File: config.mk
export PLATFORM = sky130hd
export DESIGN_NAME = branch_cond_unit
export DESIGN_NICKNAME = d
export VERILOG_FILES = /design/src/rtl/branch_pkg.sv /design/src/rtl/cond_eval.sv /design/src/rtl/branch_cond_unit.sv
export SDC_FILE = /design/constraint.sdc
export NUM_CORES = 1
export LEC_CHECK = 0
export CAP_MARGIN = 10
export CORE_ASPECT_RATIO = 1.5
export CORE_MARGIN = 3
export CORE_UTILIZATION = 45
export CTS_CLUSTER_DIAMETER = 40
export DETAILED_ROUTE_END_ITERATION = 10
export DONT_BUFFER_PORTS = 1
export SYNTH_ARGS = -nofsm -noshare
export SYNTH_HDL_FRONTEND = slang
export SYNTH_HIERARCHICAL = 1
export SYNTH_SLANG_ARGS = --single-unit
File: constraint.sdc
create_clock -name clk -period 2.9 [get_ports clk]
set_clock_uncertainty 0.15 [all_clocks]
set_input_delay 0.58 -clock clk [delete_from_list [all_inputs] [get_ports clk]]
set_output_delay 0.58 -clock clk [all_outputs]
set_load 0.01 [all_outputs]
File: src/rtl/branch_pkg.sv
// Shared types and constants for the branch condition unit: branch kinds,
// ARM condition codes and the bit positions of N, Z, C, V inside flags_q.
package branch_pkg;

    typedef enum logic [1:0] {
        BR_NONE = 2'd0,
        BR_COND = 2'd1,
        BR_CBZ  = 2'd2,
        BR_CBNZ = 2'd3
    } br_type_e;

    typedef enum logic [3:0] {
        COND_EQ = 4'h0,
        COND_NE = 4'h1,
        COND_CS = 4'h2,
        COND_CC = 4'h3,
        COND_MI = 4'h4,
        COND_PL = 4'h5,
        COND_VS = 4'h6,
        COND_VC = 4'h7,
        COND_HI = 4'h8,
        COND_LS = 4'h9,
        COND_GE = 4'hA,
        COND_LT = 4'hB,
        COND_GT = 4'hC,
        COND_LE = 4'hD,
        COND_AL = 4'hE,
        COND_NV = 4'hF
    } cond_e;

    localparam int FLAG_N = 3;
    localparam int FLAG_Z = 2;
    localparam int FLAG_C = 1;
    localparam int FLAG_V = 0;

endpackage

File: src/rtl/cond_eval.sv
// Combinational ARM condition-code evaluator: {N,Z,C,V} plus a 4-bit code
// gives taken. Codes come in complementary pairs; bit 0 inverts the base test.
module cond_eval
    import branch_pkg::*;
(
    input  logic [3:0] nzcv,
    input  logic [3:0] cond,
    output logic       taken
);

    logic n, z, c, v;
    logic base;

    always_comb begin
        n    = nzcv[FLAG_N];
        z    = nzcv[FLAG_Z];
        c    = nzcv[FLAG_C];
        v    = nzcv[FLAG_V];
        base = 1'b0;
        case (cond[3:1])
            3'b000:  base = z;
            3'b001:  base = c;
            3'b010:  base = n;
            3'b011:  base = v;
            3'b100:  base = c & ~z;
            3'b101:  base = (n == v);
            3'b110:  base = ~z & (n == v);
            default: base = 1'b1;
        endcase
        // AL and NV (1110/1111) are both unconditional, so no inversion there
        if (cond[0] && (cond[3:1] != 3'b111))
            taken = ~base;
        else
            taken = base;
    end

endmodule

File: src/rtl/branch_cond_unit.sv
// EX-stage NZCV flag register with same-cycle flag bypass, registered
// B.cond/CBZ/CBNZ resolution and a saturating taken-branch counter.
module branch_cond_unit
    import branch_pkg::*;
#(
    parameter int CNT_W = 16
) (
    input  logic             clk,
    input  logic             reset,
    input  logic             ex_valid,
    input  logic             ex_set_flags,
    input  logic             ex_flush,
    input  logic             alu_negative,
    input  logic             alu_zero,
    input  logic             alu_carry_out,
    input  logic             alu_overflow,
    input  logic             br_valid,
    input  logic [1:0]       br_type,
    input  logic [3:0]       br_cond,
    input  logic             reg_zero,
    output logic [3:0]       flags_q,
    output logic             br_done,
    output logic             br_taken,
    output logic [CNT_W-1:0] taken_count,
    input  logic             cnt_clear
);

    logic [3:0]       flags_reg;
    logic             br_done_reg;
    logic             br_taken_reg;
    logic [CNT_W-1:0] count_reg;

    logic             flag_write;
    logic [3:0]       alu_flags;
    logic [3:0]       eff_flags;
    logic             accept;
    logic             cond_taken;
    logic             taken_next;
    logic [CNT_W-1:0] count_next;

    assign alu_flags  = {alu_negative, alu_zero, alu_carry_out, alu_overflow};
    assign flag_write = ex_valid & ex_set_flags & ~ex_flush;
    // Bypass lets SUBS -> B.cond in the same cycle see the fresh flags
    assign eff_flags  = flag_write ? alu_flags : flags_reg;
    assign accept     = br_valid & ~ex_flush & (br_type != 2'd0);

    cond_eval u_cond_eval (
        .nzcv  (eff_flags),
        .cond  (br_cond),
        .taken (cond_taken)
    );

    always_comb begin
        taken_next = 1'b0;
        case (br_type_e'(br_type))
            BR_COND: taken_next = cond_taken;
            BR_CBZ:  taken_next = reg_zero;
            BR_CBNZ: taken_next = ~reg_zero;
            default: taken_next = 1'b0;
        endcase
    end

    always_comb begin
        count_next = count_reg;
        if (cnt_clear)
            count_next = '0;
        else if (accept && taken_next && !(&count_reg))
            count_next = count_reg + {{(CNT_W-1){1'b0}}, 1'b1};
    end

    always_ff @(posedge clk or negedge reset) begin
        if (!reset) begin
            flags_reg    <= 4'b0000;
            br_done_reg  <= 1'b0;
            br_taken_reg <= 1'b0;
            count_reg    <= '0;
        end else begin
            if (flag_write)
                flags_reg <= alu_flags;
            br_done_reg  <= accept;
            br_taken_reg <= accept & taken_next;
            count_reg    <= count_next;
        end
    end

    assign flags_q     = flags_reg;
    assign br_done     = br_done_reg;
    assign br_taken    = br_taken_reg;
    assign taken_count = count_reg;

endmodule
Word level (Yosys, flattened, before mapping) --
Cells that the tools add are included.
Operators by class: muxes and demuxes 6, reductions and logical operators 8, bitwise operators 11, equal/unequal tests 11, add/sub/neg operators 1
Operator list (number):
- 16-bit 2-to-1 mux | 2
- 16-bit by 1-bit adder with 16-bit output, second input constant | 1
- 16-bit AND reduction | 1
- 3-bit equality test, second input constant | 3
- 1-bit AND | 7
- 1-bit case mux with 7 select lines | 1
- 3-bit by 2-bit equality test with 1-bit output, second input constant | 2
- 2-bit equality test, second input constant | 2
- 4-bit 2-to-1 mux | 1
- 1-bit inverter | 4
- 2-bit nonzero test | 2
- 3-bit by 1-bit equality test with 1-bit output, second input constant | 1
- 1-bit logical AND | 3
- 3-bit zero test | 1
- 3-bit inequality test, second input constant | 1
- 1-bit case mux with 3 select lines | 1
- 2-bit by 1-bit equality test with 1-bit output, second input constant | 1
- 1-bit equality test | 1
- 1-bit zero test | 1
- 1-bit 2-to-1 mux | 1
Word-level totals: logic and storage cells 41, input port bits 18, output and inout bits 22, register bits after elaboration 22

Depth between registers and ports, before layout --
word-level depth 13, mapped depth 13, gate-level depth less buffers 11

Hierarchy --
The synthesis kept the hierarchy.
By module, submodules not included:
- branch_cond_unit | area an instance 1181.1 µm², cells each 119, instances 1, seq. area each 550.5 µm²
- cond_eval | area an instance 132.6 µm², cells each 18, instances 1, seq. area each 0.0 µm²

Worst setup path after synthesis --
OpenSTA, ideal clock, no wires.
path kind input port to flip-flop, from input ex_flush, to register count_reg[10], in the netlist taken_count[10], data arrival time 2882 ps, buffers on the path 1, setup slack -256 ps, cell stages on the path 11, data required time 2625 ps, library setup time 125 ps, cells stage by stage nand3b_1 mux2_2 xnor2_1 a31oi_1 a21oi_1 and3b_1 a21oi_1 a211o_1 buf_6 nor4_1 mux2_2
Between the ends: word-level cells in the longest chain between the ends 12, elaborated cells on any way between the ends 16, those cells by class eq/ne: 1; mux: 4; bitwise: 8; reduce/logical: 3
RTL lines:
- from (decl) | RTL line branch_cond_unit.sv:12 | input logic ex_flush,
- 1-bit inverter * | RTL line branch_cond_unit.sv:42 | assign flag_write = ex_valid & ex_set_flags & ~ex_flush;
- 1-bit AND * | RTL line branch_cond_unit.sv:42
- 4-bit 2-to-1 mux *
- via eff_flags[3] | RTL line branch_cond_unit.sv:35 | logic [3:0] eff_flags;
- 1-bit equality test | RTL line cond_eval.sv:26, cond_eval.sv:27
- 1-bit AND | RTL line cond_eval.sv:27 | 3'b110: base = ~z & (n == v);
- 1-bit case mux with 7 select lines * | RTL line cond_eval.sv:20 | case (cond[3:1])
- 1-bit inverter | RTL line cond_eval.sv:32 | taken = ~base;
- 1-bit 2-to-1 mux * | RTL line cond_eval.sv:31 | if (cond[0] && (cond[3:1] != 3'b111))
- via cond_taken | RTL line branch_cond_unit.sv:37 | logic cond_taken;
- 1-bit case mux with 3 select lines * | RTL line branch_cond_unit.sv:55 | case (br_type_e'(br_type))
- 1-bit logical AND * (2 in series) | RTL line branch_cond_unit.sv:67 | else if (accept && taken_next && !(&count_reg))
- 2-bit nonzero test (no source line) *
- to (signal assigned) | RTL line branch_cond_unit.sv:82 | count_reg <= count_next;
- to (decl) | RTL line branch_cond_unit.sv:31 | logic [CNT_W-1:0] count_reg;
Mark *: on every way through the listed nets, which the timed path passes. The rest lies on a longest branch. A chain may end at the register's enable or synchronous reset.

Worst setup path after layout --
Ends and elaborated chain as after synthesis.

==> results.yml <==
cells_and_area:
  area_growth_pct: 13.0
  largest_reg_flops: 16
  layout-drive-gt1-share: 0.197
  num_antenna_cells: 0
  fin_nets: 163
synthesis:
  yosysUniqueCellTypes: 35
  ys_top_cells_by_count: "dfrtp_1 (22), a21oi_1 (12), nor2_1 (11), mux2_2 (10)"
  netlist_instances: 137
  ys_seq_elements: 22
  yosysTopAreaCell: "dfrtp_1"
  synth_area_per_cell_um2: 9.59
  synthArstFlopShare: 1.00
  post-synth-top-area-fraction: 0.419
  synth_most_common_cell: "dfrtp_1"
  syn_area_um2: 1310
  yosysSeqAreaShare: 0.419
  ys_warn_count: 6
  synth.area.top_cells: "dfrtp_1 (42%), mux2_2 (8.6%), a21oi_1 (4.6%)"
  synth_flop_cell: "dfrtp_1"
  synth_enable_flop_cells: 0
  synth_nets: 156
die:
  die_area_um2: 3620
  initial_core_util: 0.481
  rows: 23
  io_pins: 40
  core_area_um2: 2730
  die_y_um: 72.2
  die_w_um: 50.1
grt:
  grt_pass1_vias: 1074
  grt_max_degree: 27
  use_met3: 0.0493
  antenna_found_initial: 0
  grt-ovfl-total: 0
  grt_usage: 0.177
  grtUsageMet1: 0.206
  grt_pass1_wl_um: 5030
  grtUsageMet2: 0.305
  busiest_layer: "met2"
clock_tree:
  clockBufferDepth: 2
  root_buffer: "clkbuf_8"
  clock_latency_ns: 0.26
  cts_made_buffers: 3
  cts_tree: "yes"
  htreeDepth: 1
  post_cts_buffers: 0
  clk_pin_slew_ns: 0.08
  cts.sinks: 22
worst_setup_path:
  end_kind: "flip-flop"
  path_delay_family: "multiplexers"
  cp-start-kind: "primary input"
  reg2reg_to: "taken_count[10]$_DFFE_PN0P_"
  path_depth: 11
  crit_type: "in -> reg"
  cp.required_ns: 2.90
  timing.rr.start: "flags_q[1]$_DFF_PN0_"
  crit_fanout: 26
  timing.reg2reg.worst_path_depth: 10
  startpoint: "ex_flush"
  crit_arrival_ns: 2.94
  reg2reg_setup_slack_ns: 0.15
  critPathSlowestCell: "mux2_2"
  cpPeakStageDelay_ns: 0.36
  crit_buf_inv: 1
  crit_end: "taken_count[10]$_DFFE_PN0P_"
  cp_cell_sequence: "nand3b_1 > mux2_2 > xnor2_1 > a31oi_1 > a21oi_1 > and3b_1 > a21oi_1 > a211o_1 > buf_12 > nor4_2 > mux2_2"
sta:
  fmax_ghz: 0.340
  worstMarginPinSlew_ns: 1.02
  setup_violations: 13
  fin_crit_ns: 2.94
  rsz0062_at_grt: "true"
  final.setup.tns_ns: -0.238
  hold_violations: 0
  period_share: 1.01
  fin_ws_ns: -0.0380
  maxSlewViolCount: 0
  maxSlewHeadroom: 0.317
hold_path:
  hold_path_startpoint: "cnt_clear"
  hp-class: "in -> reg"
pwr:
  total_power_w: 0.000615
  p_leak_nw: 0.566
  power_density_nw_per_um2: 414
  peakVddDrop_v: 0.000474
placed_design:
  pre_cts_ws_ns: -0.350
  finalWeightedCongestion: 0.745
  hpwl_um: 2130
  io_buffers: 0
detailed_routing:
  num_vias: 1110
  drc: 0
  avgRoutedWirePerCell_um: 16.4
  ant_nets: 0
  wl_um: 2930
  viasPerCell: 6.20
  drt_iter0_markers: 25
  dr.pass1.iters: 4
job:
  maxCapViolCount: 0
outcome:
  status: "complete, but fails checks"
  violations: "setup timing"
[what timing repair did]
item                                   4_1_cts  5_1_grt
hold buffers                                 1        0
pin swaps                                    0        0
setup endpoints to repair                   14       15
endpoints found under the hold margin       22        0
resized for setup                            0        1
[per-layer routing]
| layer | routed length (um) | vias to the layer above |
|---|---|---|
| met2 | 1490 | 36 |
| met5 | 0 | - |
| met4 | 42 | 0 |
| li1 | - | 533 |
| met3 | 215 | 4 |
| met1 | 1180 | 537 |
[through the flow]
step	hold slack [ns]	cell area (um^2)	utilization	instances
after floorplan	0.134	1350	-	137
after global placement	0.135	1430	0.522	175
after detailed placement	0.135	1430	0.522	175
after CTS	0.216	1480	0.541	179
after global routing	0.212	1490	0.543	179
final	0.223	1490	0.543	179
[power by group]
part	total [W]	switching, W	internal (W)
sequential	0.000332	0.0000124	0.000320
clock	0.000192	0.0000995	0.0000927
combinational	0.0000913	0.0000458	0.0000455
total	0.000615	0.000158	0.000458
[cell usage in the layout, fill, tap and decap left out, types with 3 or more instances in the layout]
| master | synthesis | final |
|---|---|---|
| nor4_2 | 1 | 7 |
| buf_4 | 0 | 5 |
| dfrtp_1 | 22 | 22 |
| a21oi_1 | 12 | 12 |
| nand3b_1 | 3 | 3 |
| mux2_2 | 10 | 10 |
| nand3_1 | 8 | 8 |
| nand2_1 | 6 | 6 |
| clkbuf_8 | 0 | 3 |
| nand4_1 | 6 | 6 |
| or4_1 | 8 | 8 |
| nor2_1 | 11 | 11 |
| o31ai_1 | 7 | 7 |
| nor2b_1 | 6 | 6 |
[area by class of cell]
type,instances,area [um^2]
fillers,256,1250
multi-input cells,108,772
flip-flops and latches,22,551
repair buffers,7,67.6
well taps,37,46.3
clock buffers,3,41.3
inverters,2,7.51
[how the worst min path moves through the flow]
stage | to | slack, ns | depth (start not counted)
after CTS | taken_count[8]$_DFFE_PN0P_ | 0.22 | 1
after floorplan | br_done$_DFF_PN0_ | 0.13 | 0
after global routing | taken_count[9]$_DFFE_PN0P_ | 0.21 | 1
final | taken_count[8]$_DFFE_PN0P_ | 0.22 | 1
after global placement | taken_count[8]$_DFFE_PN0P_ | 0.13 | 0
after detailed placement | taken_count[8]$_DFFE_PN0P_ | 0.13 | 0
[cell families (layout without fill, tap and decap cells)]
| group | count (synthesis) | after routing | share of synthesized area |
|---|---|---|---|
| buffers and inverters | 7 | 12 | 0.0267 |
| AOI/OAI and AO/OA | 25 | 25 | 0.121 |
| muxes | 12 | 12 | 0.101 |
| xor gates and xnor gates | 4 | 4 | 0.0267 |
| and+or+nand+nor | 66 | 66 | 0.296 |
| adders and majority gates | 1 | 1 | 0.00952 |
| DFF | 22 | 22 | 0.419 |
No activity file was read; power rests on OpenSTA's default activity.
